===== src/rtl/irq_pkg.sv =====
// rtl/irq_pkg.sv - shared constants and state encoding for the interrupt controller
package irq_pkg;

    localparam int IRQ_ID_WIDTH = 5;

    // Register word indices, i.e. byte offset >> 2 (addr[4:2])
    localparam logic [2:0] REG_PENDING  = 3'd0;
    localparam logic [2:0] REG_ENABLE   = 3'd1;
    localparam logic [2:0] REG_EDGE     = 3'd2;
    localparam logic [2:0] REG_CLAIM    = 3'd3;
    localparam logic [2:0] REG_COMPLETE = 3'd4;

    typedef enum logic [1:0] {
        ST_IDLE    = 2'b00,
        ST_ASSERT  = 2'b01,
        ST_SERVICE = 2'b10
    } irq_state_e;

endpackage


===== src/rtl/irq_priority_encoder.sv =====
// rtl/irq_priority_encoder.sv - lowest-index-wins encoder over pending & enabled requests
module irq_priority_encoder
    import irq_pkg::*;
#(
    parameter int N = 8,
    parameter int W = IRQ_ID_WIDTH
) (
    input  logic [N-1:0] req_i,
    output logic         valid_o,
    output logic [W-1:0] index_o
);

    // Scan from the top down so the lowest set bit is the last one written
    always_comb begin
        valid_o = 1'b0;
        index_o = '0;
        for (int i = N - 1; i >= 0; i--) begin
            if (req_i[i]) begin
                valid_o = 1'b1;
                index_o = W'(i);
            end
        end
    end

endmodule


===== src/rtl/interrupt_controller.sv =====
// rtl/interrupt_controller.sv - pending/enable/edge registers, claim/complete FSM and read mux
module interrupt_controller
    import irq_pkg::*;
#(
    parameter int NUM_SOURCES = 8,
    parameter int ID_WIDTH    = IRQ_ID_WIDTH
) (
    input  logic                   clock,
    input  logic                   reset,
    input  logic [NUM_SOURCES-1:0] irq_src,
    input  logic                   wEn,
    input  logic [4:0]             addr,
    input  logic [31:0]            dataIn,
    output logic [31:0]            dataOut,
    output logic                   interrupt,
    output logic [ID_WIDTH-1:0]    interrupt_id
);

    logic [NUM_SOURCES-1:0] s1_q, s2_q;
    logic [NUM_SOURCES-1:0] pending_q, pending_d;
    logic [NUM_SOURCES-1:0] enable_q, enable_d;
    logic [NUM_SOURCES-1:0] edge_q, edge_d;
    irq_state_e             state_q, state_d;
    logic [ID_WIDTH-1:0]    id_q, id_d;
    logic                   irq_q, irq_d;

    logic [2:0]             sel;
    logic                   wr_pending, wr_enable, wr_edge, wr_claim, wr_complete;
    logic                   claim_fire, complete_fire;
    logic [NUM_SOURCES-1:0] set_vec, clr_vec, active;
    logic                   enc_valid;
    logic [ID_WIDTH-1:0]    enc_index;
    logic                   unused_bits;

    assign unused_bits = ^{addr[1:0], dataIn};

    assign sel         = addr[4:2];
    assign wr_pending  = wEn && (sel == REG_PENDING);
    assign wr_enable   = wEn && (sel == REG_ENABLE);
    assign wr_edge     = wEn && (sel == REG_EDGE);
    assign wr_claim    = wEn && (sel == REG_CLAIM);
    assign wr_complete = wEn && (sel == REG_COMPLETE);

    assign claim_fire    = wr_claim && (state_q == ST_ASSERT);
    assign complete_fire = wr_complete && (state_q == ST_SERVICE);

    assign active = pending_q & enable_q;

    irq_priority_encoder #(
        .N(NUM_SOURCES),
        .W(ID_WIDTH)
    ) u_prio (
        .req_i  (active),
        .valid_o(enc_valid),
        .index_o(enc_index)
    );

    // Sets are OR-ed in after clears so a same-cycle set always wins
    always_comb begin
        set_vec = (edge_q & s1_q & ~s2_q) | (~edge_q & s1_q);
        clr_vec = wr_pending ? dataIn[NUM_SOURCES-1:0] : '0;
        for (int i = 0; i < NUM_SOURCES; i++) begin
            if (claim_fire && (id_q == ID_WIDTH'(i))) begin
                clr_vec[i] = 1'b1;
            end
        end
        pending_d = (pending_q & ~clr_vec) | set_vec;
        enable_d  = wr_enable ? dataIn[NUM_SOURCES-1:0] : enable_q;
        edge_d    = wr_edge ? dataIn[NUM_SOURCES-1:0] : edge_q;
    end

    always_comb begin
        state_d = state_q;
        id_d    = id_q;
        case (state_q)
            ST_IDLE: begin
                if (enc_valid) begin
                    id_d    = enc_index;
                    state_d = ST_ASSERT;
                end
            end
            ST_ASSERT: begin
                if (claim_fire) begin
                    state_d = ST_SERVICE;
                end
            end
            ST_SERVICE: begin
                if (complete_fire) begin
                    state_d = ST_IDLE;
                end
            end
            default: state_d = ST_IDLE;
        endcase
        irq_d = (state_d == ST_ASSERT);
    end

    always_ff @(posedge clock) begin
        if (reset) begin
            s1_q      <= '0;
            s2_q      <= '0;
            pending_q <= '0;
            enable_q  <= '0;
            edge_q    <= '0;
            state_q   <= ST_IDLE;
            id_q      <= '0;
            irq_q     <= 1'b0;
        end else begin
            s1_q      <= irq_src;
            s2_q      <= s1_q;
            pending_q <= pending_d;
            enable_q  <= enable_d;
            edge_q    <= edge_d;
            state_q   <= state_d;
            id_q      <= id_d;
            irq_q     <= irq_d;
        end
    end

    function automatic logic [31:0] widen(input logic [NUM_SOURCES-1:0] v);
        logic [31:0] r;
        r = '0;
        r[NUM_SOURCES-1:0] = v;
        return r;
    endfunction

    always_comb begin
        dataOut = '0;
        case (sel)
            REG_PENDING: dataOut = widen(pending_q);
            REG_ENABLE:  dataOut = widen(enable_q);
            REG_EDGE:    dataOut = widen(edge_q);
            REG_CLAIM: begin
                dataOut[31:30]         = state_q;
                dataOut[ID_WIDTH-1:0]  = id_q;
            end
            default:     dataOut = '0;
        endcase
    end

    assign interrupt    = irq_q;
    assign interrupt_id = id_q;

endmodule

===== config.mk =====
export PLATFORM = sky130hd
export DESIGN_NAME = interrupt_controller
export DESIGN_NICKNAME = d
export VERILOG_FILES = /design/src/rtl/irq_pkg.sv /design/src/rtl/irq_priority_encoder.sv /design/src/rtl/interrupt_controller.sv
export SDC_FILE = /design/constraint.sdc
export NUM_CORES = 1
export LEC_CHECK = 0
export ABC_AREA = 0
export BUFFER_PORTS_ARGS = -buffer_cell sky130_fd_sc_hd__buf_2
export CAP_MARGIN = 20
export CORE_ASPECT_RATIO = 0.7
export CORE_MARGIN = 4
export CORE_UTILIZATION = 49
export CTS_CLUSTER_SIZE = 24
export DETAILED_ROUTE_END_ITERATION = 12
export PLACE_DENSITY = 0.84
export SETUP_SLACK_MARGIN = 0.02
export SLEW_MARGIN = 0
export SYNTH_ARGS = -nofsm -noshare
export SYNTH_HDL_FRONTEND = slang
export SYNTH_SLANG_ARGS = --single-unit

===== constraint.sdc =====
create_clock -name clock -period 1.6 [get_ports clock]
set_input_delay 0 -clock clock [delete_from_list [all_inputs] [get_ports clock]]
set_output_delay 0 -clock clock [all_outputs]
set_load 0.005 [all_outputs]

Word level (Yosys, flattened, before mapping)
Cells that the tools add are included.
{"block": "totals", "reg_bits": 48, "output_inout_bits": 38, "wordCells": 83}
{"block": "op_classes", "n_eq_ne": 14, "mux": 32, "bitwise_logic": 10, "n_reduce_logical": 19}
{"operator": "AND 8 bit", "count": 5}
{"operator": "two-way mux 3 bit", "count": 8}
{"operator": "inverter 8 bit", "count": 3}
{"operator": "equality test 5 x 3 -> 1 bit (second input constant)", "count": 4}
{"operator": "one-hot mux 5 bit (4 select lines)", "count": 1}
{"operator": "two-way mux 1 bit", "count": 16}
{"operator": "bitwise OR 8 bit", "count": 2}
{"operator": "logical AND 1 bit", "count": 15}
{"operator": "equality test 5 x 2 -> 1 bit (second input constant)", "count": 2}
{"operator": "one-hot mux 3 bit (3 select lines)", "count": 1}
{"operator": "two-way mux 2 bit", "count": 4}
{"operator": "two-way mux 8 bit", "count": 1}
{"operator": "equality test 3 x 2 -> 1 bit (second input constant)", "count": 2}
{"operator": "one-hot mux 2 bit (3 select lines)", "count": 1}
{"operator": "equality test 5 x 1 -> 1 bit (second input constant)", "count": 1}
{"operator": "zero test 5 bit", "count": 1}
{"operator": "equality test 2 x 1 -> 1 bit (second input constant)", "count": 2}
{"operator": "equality test 3 x 1 -> 1 bit (second input constant)", "count": 1}
{"operator": "equality test 3 bit (second input constant)", "count": 1}
{"operator": "zero test 3 bit", "count": 1}
{"operator": "equality test 2 bit (second input constant)", "count": 1}
{"operator": "zero test 2 bit", "count": 1}
{"operator": "AND reduction 2 bit", "count": 1}

Logic depth before layout (Yosys ltp)
Gate-level depths: netlist (run 1).
{"block": "depth", "ltp_word": 12, "depth_mapped": 6}

Modules after synthesis
From an unflattened synthesis (run 1), not the netlist that was laid out.
{"block": "unflattened", "cells_unflattened": 248, "area_unflattened_um2": 2397.3}
{"mod": "interrupt_controller", "n_inst": 1, "cells_per_inst": 232, "area_per_inst_um2": 2298.5, "seq_area_each_um2": 960.9}
{"mod": "irq_priority_encoder", "n_inst": 1, "cells_per_inst": 16, "area_per_inst_um2": 98.8, "seq_area_each_um2": 0.0}

Worst setup path after synthesis (run 1)
Ideal clock, no wire load.
{"block": "synth_timing", "path_kind": "register to register", "startpoint": "register state_q[1]", "endpoint": "register pending_q[2]", "arrival_time_ns": 1.250, "required_ns": 1.482, "slack_ns": 0.231, "path_stages_with_launch": 5, "period_less_slack_ns": 1.369, "cell_sequence": "dfxtp_1 > clkbuf_1 > or4_4 > nor3b_2 > o21ai_1"}
{"block": "synth_between", "elab_chain_len": 7}
{"item": "start, declared", "line_no": "interrupt_controller.sv:23", "source": "irq_state_e state_q, state_d;"}
{"item": "start signal, assigned", "line_no": "interrupt_controller.sv:113", "source": "state_q <= state_d;"}
{"item": "equality test 2 x 1 -> 1 bit", "line_no": "interrupt_controller.sv:44", "source": "assign claim_fire = wr_claim && (state_q == ST_ASSERT);"}
{"item": "logical AND 1 bit", "line_no": "interrupt_controller.sv:44"}
{"item": "logical AND 1 bit", "line_no": "interrupt_controller.sv:63", "source": "if (claim_fire && (id_q == ID_WIDTH'(i))) begin"}
{"item": "two-way mux 1 bit", "line_no": "interrupt_controller.sv:63"}
{"item": "inverter 8 bit", "line_no": "interrupt_controller.sv:67", "source": "pending_d = (pending_q & ~clr_vec) | set_vec;"}
{"item": "AND 8 bit", "line_no": "interrupt_controller.sv:67"}
{"item": "bitwise OR 8 bit", "line_no": "interrupt_controller.sv:67"}
{"item": "end signal, assigned", "line_no": "interrupt_controller.sv:110", "source": "pending_q <= pending_d;"}
{"item": "end, declared", "line_no": "interrupt_controller.sv:20", "source": "logic [NUM_SOURCES-1:0] pending_q, pending_d;"}
No other way between the ends.
A chain may end at the register's enable or synchronous reset.

Worst setup path in the final report (run 1)
{"block": "layout_timing", "startpoint": "register state_q[0]", "endpoint": "register pending_q[2]"}
Same word-level chain as after synthesis.

==> results of run 1 <==
through the flow:
step / setup slack (ns) / cells
CTS: 0.0833 / 351
finish: 0.157 / 351
global placement: 0.182 / 329
detailed placement: 0.156 / 329
floorplan: 0.231 / 267
global route: 0.0263 / 351
kinds of logic (layout without fill, tap and decap cells):
kind of cell	count (synthesis)	count (layout)
other	1	24
AO/OA/AOI/OAI	33	33
multiplexers	25	25
AND/OR/NAND/NOR	99	99
flip-flops	46	46
buffers and inverters	40	69
metal layers:
layer  wire (µm)  up-vias  share of wire, %  GRT usage (%)
met5           0        -                 0              0
met4          58        0               1.1           7.43
met3         529        7                10           4.19
met2        2210       81                44           26.7
met1        2280      844                45           25.4
li1            -      906                 -              -
cell usage in the layout (no fill, tap or decap), drive strengths merged, types with 6 or more instances in the layout:
cell	netlist	final
a21oi	7	7
buf	32	44
clkbuf	5	6
conb	1	24
dfxtp	46	46
dlygate4sd3	0	16
mux2i	22	22
nand2	28	28
nor2	31	31
nor2b	19	19
report_power, final:
group	switching (µW)	internal [µW]
Clock	367	333
Sequential	37.5	1190
Combinational	130	126
cell type report:
cell class,instances,area share [%]
tap,55,2.58
inverter,3,0.422
clock buffer,6,3.10
sequential,46,34.6
timing repair buffer,60,15.1
multi-input combinational,181,44.2
sequential cells by signal (all words and copies together), names as in the netlist:
name and flops:
edge_q 8, enable_q 8, pending_q 8, s1_q 8, s2_q 8, interrupt_id 3
state_q 2, interrupt 1
what timing repair did:
action,4_1_cts,5_1_grt
hold buffers,16,0
hold endpoints to repair,24,0
setup buffers,0,0
resized for setup,0,2
endpoints found under the setup margin,0,2
path summary, 6_finish.rpt:
| path | from | end | slack [ns] |
|---|---|---|---|
| min reg2reg | s1_q[4] | s2_q[4] | 0.47 |
| max | state_q[0] | pending_q[2] | 0.16 |
| max reg2reg | state_q[0] | pending_q[2] | 0.16 |
| min | reset | s1_q[2] | 0.004 |
==> impl_metrics.json, run 1 <==
{
  "insertion_delay_ns": 0.30,
  "core-area_um2": 4400,
  "yosysWarnings": 0,
  "portBuffers": 35,
  "die_x_um": 89.1,
  "syn_avg_cell_area_um2": 9.25,
  "drc": 0,
  "ys_top_cells_by_area": "dfxtp_1, mux2i_1, buf_4",
  "synth_top_area_cell": "dfxtp_1",
  "wire_per_inst_um": 14.5,
  "clockRootBuffer": "clkbuf_8",
  "grt_pass1_wl_um": 8090,
  "start_util_pct": 51.2,
  "hold_violations": 0,
  "whs_ns": 0.00383,
  "synth_top_family_by_area": "simple AND/OR/NAND/NOR gates",
  "ys_ff_latch": 46,
  "fin_area_um2": 2670,
  "netlist-cell-type-count": 42,
  "crit_family": "simple AND/OR/NAND/NOR gates",
  "fill_cells": 375,
  "area_delta_synth_final_pct": 18.2,
  "cts.sinks": 46,
  "die_h_um": 64.8,
  "ios": 86,
  "vias": 1838,
  "track_usage_pct": 18.2,
  "skew_ns": 0.00498,
  "rsz0062_at_grt": "false",
  "synth_area_um2": 2260,
  "yosys.area.top_type_share_pct": 40.8,
  "fmax_mhz": 693,
  "setup_viol": 0,
  "num_rows": 20,
  "numCtsBuffers": 5,
  "synth_compound_area_share_pct": 10.8,
  "crit_path_end_kind": "register",
  "synth_common_cells": "dfxtp_1, nor2_1, nand2_1, buf_4, mux2i_1",
  "fin_crit_sh_pct": 90.2,
  "antenna_left": 0,
  "synthFlopType": "dfxtp_1",
  "synthMuxAreaShare_pct": 12.9,
  "powerDensity_nw_per_um2": 819,
  "cp.arrival_ns": 1.64,
  "p_leak_uw": 0.00114,
  "finalSetupTns_ns": 0,
  "wl_um": 5080,
  "crit_slowest_cell": "or4_4",
  "synthAdderAreaFrac_pct": 0,
  "crit_path_cell_trace": "nand4b_4 > or4_4 > nor3b_2 > o21ai_1",
  "dp_hpwl_um": 3580,
  "worst_ep_required_time_ns": 1.80,
  "grt_max_degree": 16,
  "vias_per_cell": 5.24,
  "crit_buf_inv": 0,
  "yosysMostFrequentCell": "dfxtp_1",
  "worstRegToRegCells": 4,
  "critical-path-max-stage-delay_ns": 0.48,
  "async_flop_share_pct": 0,
  "whs_path_depth": 2,
  "drt_iter0_markers": 158,
  "h-tree-depth": 2,
  "synth_xor_area_share_pct": 0,
  "cp.depth": 4,
  "status": "finished clean",
  "power.total_uw": 2190,
  "final_layout_size_suffix_gt1_share_pct": 21.3,
  "synth_edf_count": 0,
  "fin_nets": 345,
  "ir_drop_v": 0.000513,
  "antenna_found_initial": 0,
  "cts_tree": "done",
  "crit_path_start_kind": "register",
  "multi_input_area_um2": 1180,
  "critical_path_peak_fanout": 5,
  "synth-simple-area-share_pct": 24.0,
  "grt.overflow.total": 0,
  "finish.utilization_pct": 60.6,
  "die_area_um2": 5770,
  "firstDrtPassIters": 4,
  "finalMaxSlewViolations": 0,
  "maxCapViolCount": 0,
  "clock_path_buffers": 2,
  "antenna_cells": 0,
  "grt_pass1_vias": 1690,
  "synth_cells": 244,
  "gp_congestion": 0.842,
  "min_period_ns": 1.44,
  "yosysSeqAreaShare_pct": 40.8,
  "critical_path_class": "register to register",
  "regArea_um2": 923,
  "clk_pin_slew_worst_paths_ns": 0.08,
  "place_area_um2": 2420,
  "min_path_type": "input port to register"
}
Note: power is estimated with default switching activity, not from simulation.
==> run 2, diff against run 1 <==
Settings changed: ABC_AREA 0 to 1, CORE_UTILIZATION 49 to 48, PLACE_DENSITY 0.84 to 0.83.
==> run 2 against run 1 <==
Compared with the run above: critical path depth is 3 higher; largest cell class unchanged; first-iteration DRC count shrank 32%; largest power group unchanged; sequential cell count unchanged; routed wire length decreased by 2.8%; global-route usage grew 0.22 points; critical endpoint is now interrupt_id[1]; core utilization shrank 0.94 points; worst setup slack gained 0.084 ns; cell count rose by 19%.
==> impl_metrics.json, run 2 <==
{
  "start_util_pct": 49.8,
  "die_h_um": 64.1,
  "synth_cells": 307,
  "reg2reg_slack_ns": 0.24,
  "fin_crit_sh_pct": 84.9,
  "area_delta_synth_final_pct": 19.8,
  "drc": 0,
  "wl_um": 4940,
  "ios": 86,
  "finish.utilization_pct": 59.6,
  "num_rows": 20,
  "grt_pass1_vias": 1774,
  "synth_edf_count": 0,
  "insertion_delay_ns": 0.31,
  "ys_top_cells_by_area": "dfxtp_1, nand2_1, nor2_1",
  "async_flop_share_pct": 0,
  "cp.arrival_ns": 1.56,
  "ir_drop_v": 0.000629,
  "clockRootBuffer": "clkbuf_8",
  "drt_iter0_markers": 107,
  "clock_path_buffers": 2,
  "skew_ns": 0.00697,
  "r2r_start": "pending_q[6]",
  "cp-endpoint": "interrupt_id[1]",
  "yosysSeqAreaShare_pct": 42.7,
  "yosys.area.top_type_share_pct": 42.7,
  "setup_viol": 0,
  "synth_top_area_cell": "dfxtp_1",
  "p_switching_uw": 612,
  "finalSetupTns_ns": 0,
  "dp.cells": 395,
  "core-area_um2": 4330,
  "fmax_mhz": 736,
  "gp_congestion": 0.884,
  "min_period_ns": 1.36,
  "grt_max_degree": 21,
  "crit_path_end_kind": "register",
  "final_common_cell": "nand2_1",
  "dp_hpwl_um": 3570,
  "fin_nets": 411,
  "p_clk_share_pct": 36.9,
  "hold_violations": 0,
  "worstRegToRegCells": 7,
  "min_path_type": "input port to register",
  "finalMaxSlewViolations": 0,
  "rsz0062_at_grt": "false",
  "clk_pin_slew_worst_paths_ns": 0.09,
  "powerDensity_nw_per_um2": 928,
  "netlist-cell-type-count": 26,
  "syn_avg_cell_area_um2": 7.02,
  "h-tree-depth": 2,
  "grt.overflow.total": 0,
  "yosysWarnings": 0,
  "cts.sinks": 46,
  "switching_share_pct": 25.5,
  "antenna_found_initial": 0,
  "yosysMostFrequentCell": "nand2_1",
  "die_area_um2": 5640,
  "timing.rr.end": "interrupt_id[1]",
  "antenna_cells": 0,
  "layout_common_cells": "nand2_1, nor2_1, dfxtp_1",
  "startpoint": "pending_q[6]",
  "worst_ep_required_time_ns": 1.80,
  "vias": 1955,
  "wire_per_inst_um": 11.8,
  "post-cts-setup-buffers": 0,
  "layoutNonFillerInstCount": 419,
  "track_usage_pct": 18.4,
  "place_area_um2": 2310,
  "comb_power_share_pct": 11.2,
  "antenna_left": 0,
  "maxCapViolCount": 0,
  "seqPwrFrac_pct": 51.9,
  "synthFlopType": "dfxtp_1",
  "synth_common_cells": "nand2_1, nor2_1, dfxtp_1, inv_1, buf_4",
  "vias_per_cell": 4.67,
  "numCtsBuffers": 5,
  "grt_pass1_wl_um": 8050,
  "fin_ws_ns": 0.242,
  "intPower_uw": 1780,
  "critical_path_peak_fanout": 5,
  "fill_cells": 420,
  "critical_path_class": "register to register",
  "fin_area_um2": 2580,
  "portBuffers": 35,
  "crit_path_start_kind": "register",
  "firstDrtPassIters": 4,
  "status": "finished clean",
  "die_x_um": 88.1,
  "final_layout_size_suffix_gt1_share_pct": 16.8,
  "pre_cts_ws_ns": 0.302,
  "p_leak_uw": 0.00125,
  "hold_buffers": 16,
  "synth_area_um2": 2150,
  "post_cts_resized": 0,
  "cts_tree": "done",
  "ys_ff_latch": 46
}
[run 2: cell types whose count changed in the layout (fill, tap and decap cells not counted), sizes merged, moves of 5 or more]
| cell | previous run | this run |
|---|---|---|
| nor2 | 31 | 57 |
| nor2b | 19 | 0 |
| o211ai | 0 | 5 |
| nand2 | 28 | 83 |
| o21ai | 3 | 19 |
| inv | 2 | 41 |
| nand4 | 0 | 9 |
| mux2i | 22 | 0 |
| buf | 44 | 39 |
[run 2: worst min-delay path by stage]
stage               start          to  slack, ns  depth (start not counted)
5_1_grt           addr[3]  state_q[1]       0.09                          3
2_1_floorplan  irq_src[0]     s1_q[0]       0.11                          2
4_1_cts           addr[3]  state_q[1]       0.07                          3
3_3_place_gp   irq_src[1]     s1_q[1]       0.20                          3
6_report          addr[3]  state_q[1]       0.07                          3
3_5_place_dp   irq_src[4]     s1_q[4]       0.20                          3
[run 2: kinds of logic (layout without fill, tap and decap cells)]
logic type | after synthesis | after routing | synth area share [%]
and+or+nand+nor | 152 | 152 | 29.4
other | 1 | 24 | 0.174
buffers and inverters | 69 | 103 | 16.7
DFF | 46 | 46 | 42.7
AOI/OAI and AO/OA | 39 | 39 | 11.0
[run 2: final cells by class]
type | instances | area, µm² | area share [%]
Timing Repair Buffer | 55 | 365 | 14.2
Clock buffer | 5 | 68.8 | 2.67
Sequential cell | 46 | 921 | 35.7
Clock inverter | 3 | 43.8 | 1.70
Inverter | 40 | 153 | 5.91
Tap cell | 55 | 68.8 | 2.67
Multi-Input combinational cell | 215 | 961 | 37.2
[run 2: power groups by stage]
stage | registers (µW) | clock network [µW] | logic [µW]
2_1_floorplan | 1260 | 0 | 188
3_3_place_gp | 1270 | 0 | 229
3_5_place_dp | 1270 | 0 | 236
4_1_cts | 1240 | 902 | 267
5_1_grt | 1250 | 944 | 305
6_report | 1240 | 883 | 268
[run 2: routing by layer]
layer | wire length (µm) | GRT usage [%]
met5 | 0 | 0
met4 | 77 | 6.60
met3 | 381 | 3.99
met2 | 2150 | 28.1
met1 | 2330 | 25.5
[run 2: critical path: stages (launching register included)]
cell     delay [ns]
dfxtp_1        0.38
nand2_1        0.10
nand2_1        0.09
nor2_1         0.05
a21oi_1        0.33
inv_1          0.12
nor2_1         0.12
nor2_1         0.05
[run 2: through the flow]
stage | total power, µW | hold WS (ns)
after CTS | 2410 | 0.0686
after global placement | 1500 | 0.198
final | 2400 | 0.0700
after global routing | 2500 | 0.0918
after floorplan | 1450 | 0.107
after detailed placement | 1500 | 0.205
==> run 3, diff against run 2 <==
Settings changed: CORE_UTILIZATION 48 to 43, PLACE_DENSITY 0.83 to 0.79.
Clock period 1.6 ns to 1.2 ns, I/O delays scaled along.
==> run 3 against run 2 <==
Compared with the run above: register-to-register slack got worse by 0.19 ns; clock power rose by 35%; sequential share of layout area down 1.9 points; cell area is 9.1% higher; via count rose by 2.8%; count of clock-buffer cells in the layout did not move; hold slack got worse by 0.066 ns; clock skew decreased by 0.0041 ns; sequential power is 35% higher; core utilization decreased by 1.1 points.
==> impl_metrics.json, run 3 (same netlist as run 2, synthesis figures left out) <==
{
  "clk_pin_slew_worst_paths_ns": 0.09,
  "maxCapViolCount": 0,
  "status": "finished clean",
  "critical-path-max-stage-delay_ns": 0.34,
  "antenna_cells": 0,
  "die_h_um": 67.2,
  "worst_ep_required_time_ns": 1.20,
  "wl_um": 5440,
  "grt_pass1_vias": 1789,
  "rsz0062_at_grt": "true",
  "min_period_ns": 1.15,
  "area_delta_synth_final_pct": 30.7,
  "antenna_left": 0,
  "crit_path_cell_trace": "buf_4 > nand2_1 > o2111ai_2 > buf_2",
  "cts.sinks": 46,
  "min_from": "dataIn[5]",
  "regArea_um2": 951,
  "insertion_delay_ns": 0.31,
  "finish.utilization_pct": 58.5,
  "core-area_um2": 4810,
  "vias": 2009,
  "skew_ns": 0.00292,
  "powerDensity_nw_per_um2": 1160,
  "wire_per_inst_um": 12.3,
  "die_area_um2": 6230,
  "finalSetupTns_ns": 0,
  "grt_max_degree": 27,
  "ir_drop_v": 0.000623,
  "hold_violations": 0,
  "drt_iter0_markers": 91,
  "min_to": "enable_q[5]",
  "clock_path_buffers": 2,
  "whs_path_depth": 3,
  "crit_path_start_kind": "register",
  "place_area_um2": 2410,
  "numCtsBuffers": 5,
  "critical_path_class": "register to primary output",
  "firstDrtPassIters": 4,
  "dp_hpwl_um": 3830,
  "critical_path_peak_fanout": 2,
  "layout_common_cells": "nand2_1, nor2_1, inv_1",
  "start_util_pct": 44.8,
  "fin_crit_sh_pct": 96.1,
  "antenna_found_initial": 0,
  "crit_path_end_kind": "primary output",
  "grt.overflow.total": 0,
  "setup_viol": 0,
  "r2r_start": "enable_q[3]",
  "die_x_um": 92.6,
  "worstRegToRegCells": 7,
  "finalMaxSlewViolations": 0,
  "p_leak_uw": 0.00133,
  "multi_input_area_um2": 1060,
  "fill_cells": 442,
  "crit_slowest_cell": "dfxtp_1",
  "timing.rr.end": "interrupt_id[1]",
  "num_rows": 21,
  "h-tree-depth": 2,
  "vias_per_cell": 4.52,
  "final_common_cell": "nand2_1",
  "reg2reg_slack_ns": 0.05,
  "min_path_type": "input port to register",
  "final_layout_size_suffix_gt1_share_pct": 30.7,
  "cts_tree": "done",
  "portBuffers": 35,
  "drc": 0,
  "grt_pass1_wl_um": 8460,
  "cp.arrival_ns": 1.15,
  "layoutNonFillerInstCount": 444,
  "dp.cells": 420,
  "clockRootBuffer": "clkbuf_8",
  "fin_area_um2": 2820,
  "gp_congestion": 0.932,
  "track_usage_pct": 17.5,
  "ios": 86,
  "fin_nets": 422,
  "fmax_mhz": 867
}
[run 3: cell types whose count changed in the layout (fill, tap and decap cells not counted), sizes merged]
cell,delta
inv,-1
buf,+12
dlygate4sd3,-1
clkinvlp,+1
[run 3: cell type report]
| type | instances | share of cell area (%) |
|---|---|---|
| Multi-Input combinational cell | 215 | 37.6 |
| Sequential cell | 46 | 33.8 |
| Timing Repair Buffer | 66 | 16.0 |
| Inverter | 40 | 5.56 |
| Tap cell | 69 | 3.07 |
| Clock buffer | 5 | 2.44 |
| Clock inverter | 3 | 1.56 |
[run 3: worst max-delay path by stage]
stage                             from              end  slack (ns)  cells after the start
after CTS                   state_q[0]       state_q[1]        0.03                      6
final                     pending_q[0]       dataOut[0]        0.05                      4
after global routing        state_q[0]     pending_q[2]       -0.02                      7
after floorplan           pending_q[5]  interrupt_id[1]         0.1                      7
after detailed placement   enable_q[3]  interrupt_id[1]       -0.03                      7
after global placement    pending_q[2]  interrupt_id[0]       0.005                      7
[run 3: stage by stage]
stage | hold slack, ns | worst slack (ns) | power (µW)
4_1_cts | 0.00529 | 0.0267 | 3260
6_report | 0.00438 | 0.0468 | 3280
5_1_grt | 0.0337 | -0.0222 | 3430
3_5_place_dp | 0.206 | -0.0283 | 2030
2_1_floorplan | 0.107 | 0.0984 | 1930
3_3_place_gp | 0.198 | 0.00542 | 2020
[run 3: critical path: cells and delay by family (launching register included)]
| family | cells | cell delay (ns) |
|---|---|---|
| DFF | 1 | 0.34 |
| buffers and inverters | 2 | 0.30 |
| and+or+nand+nor | 1 | 0.07 |
| AOI/OAI and AO/OA | 1 | 0.14 |
[run 3: metal layers]
layer / wire length, µm / part of all wire (%) / track usage, %
met5: 0 / 0 / 0
met4: 59 / 1.1 / 5.74
met2: 2440 / 45 / 27.5
met1: 2490 / 46 / 23.9
met3: 450 / 8.3 / 4.12
[run 3: where the power goes]
part           total (µW)  internal (µW)  switching [µW]
Combinational         416            175             241
Clock                1190            625             570
Sequential           1670           1610            56.0
Total                3280           2410             867
[run 3: repair_timing]
action	CTS	global route
hold buffers	15	0
setup buffers	1	0
setup endpoints to repair	10	21
hold endpoints to repair	20	0
pin swaps	2	7
gates resized for setup	12	42
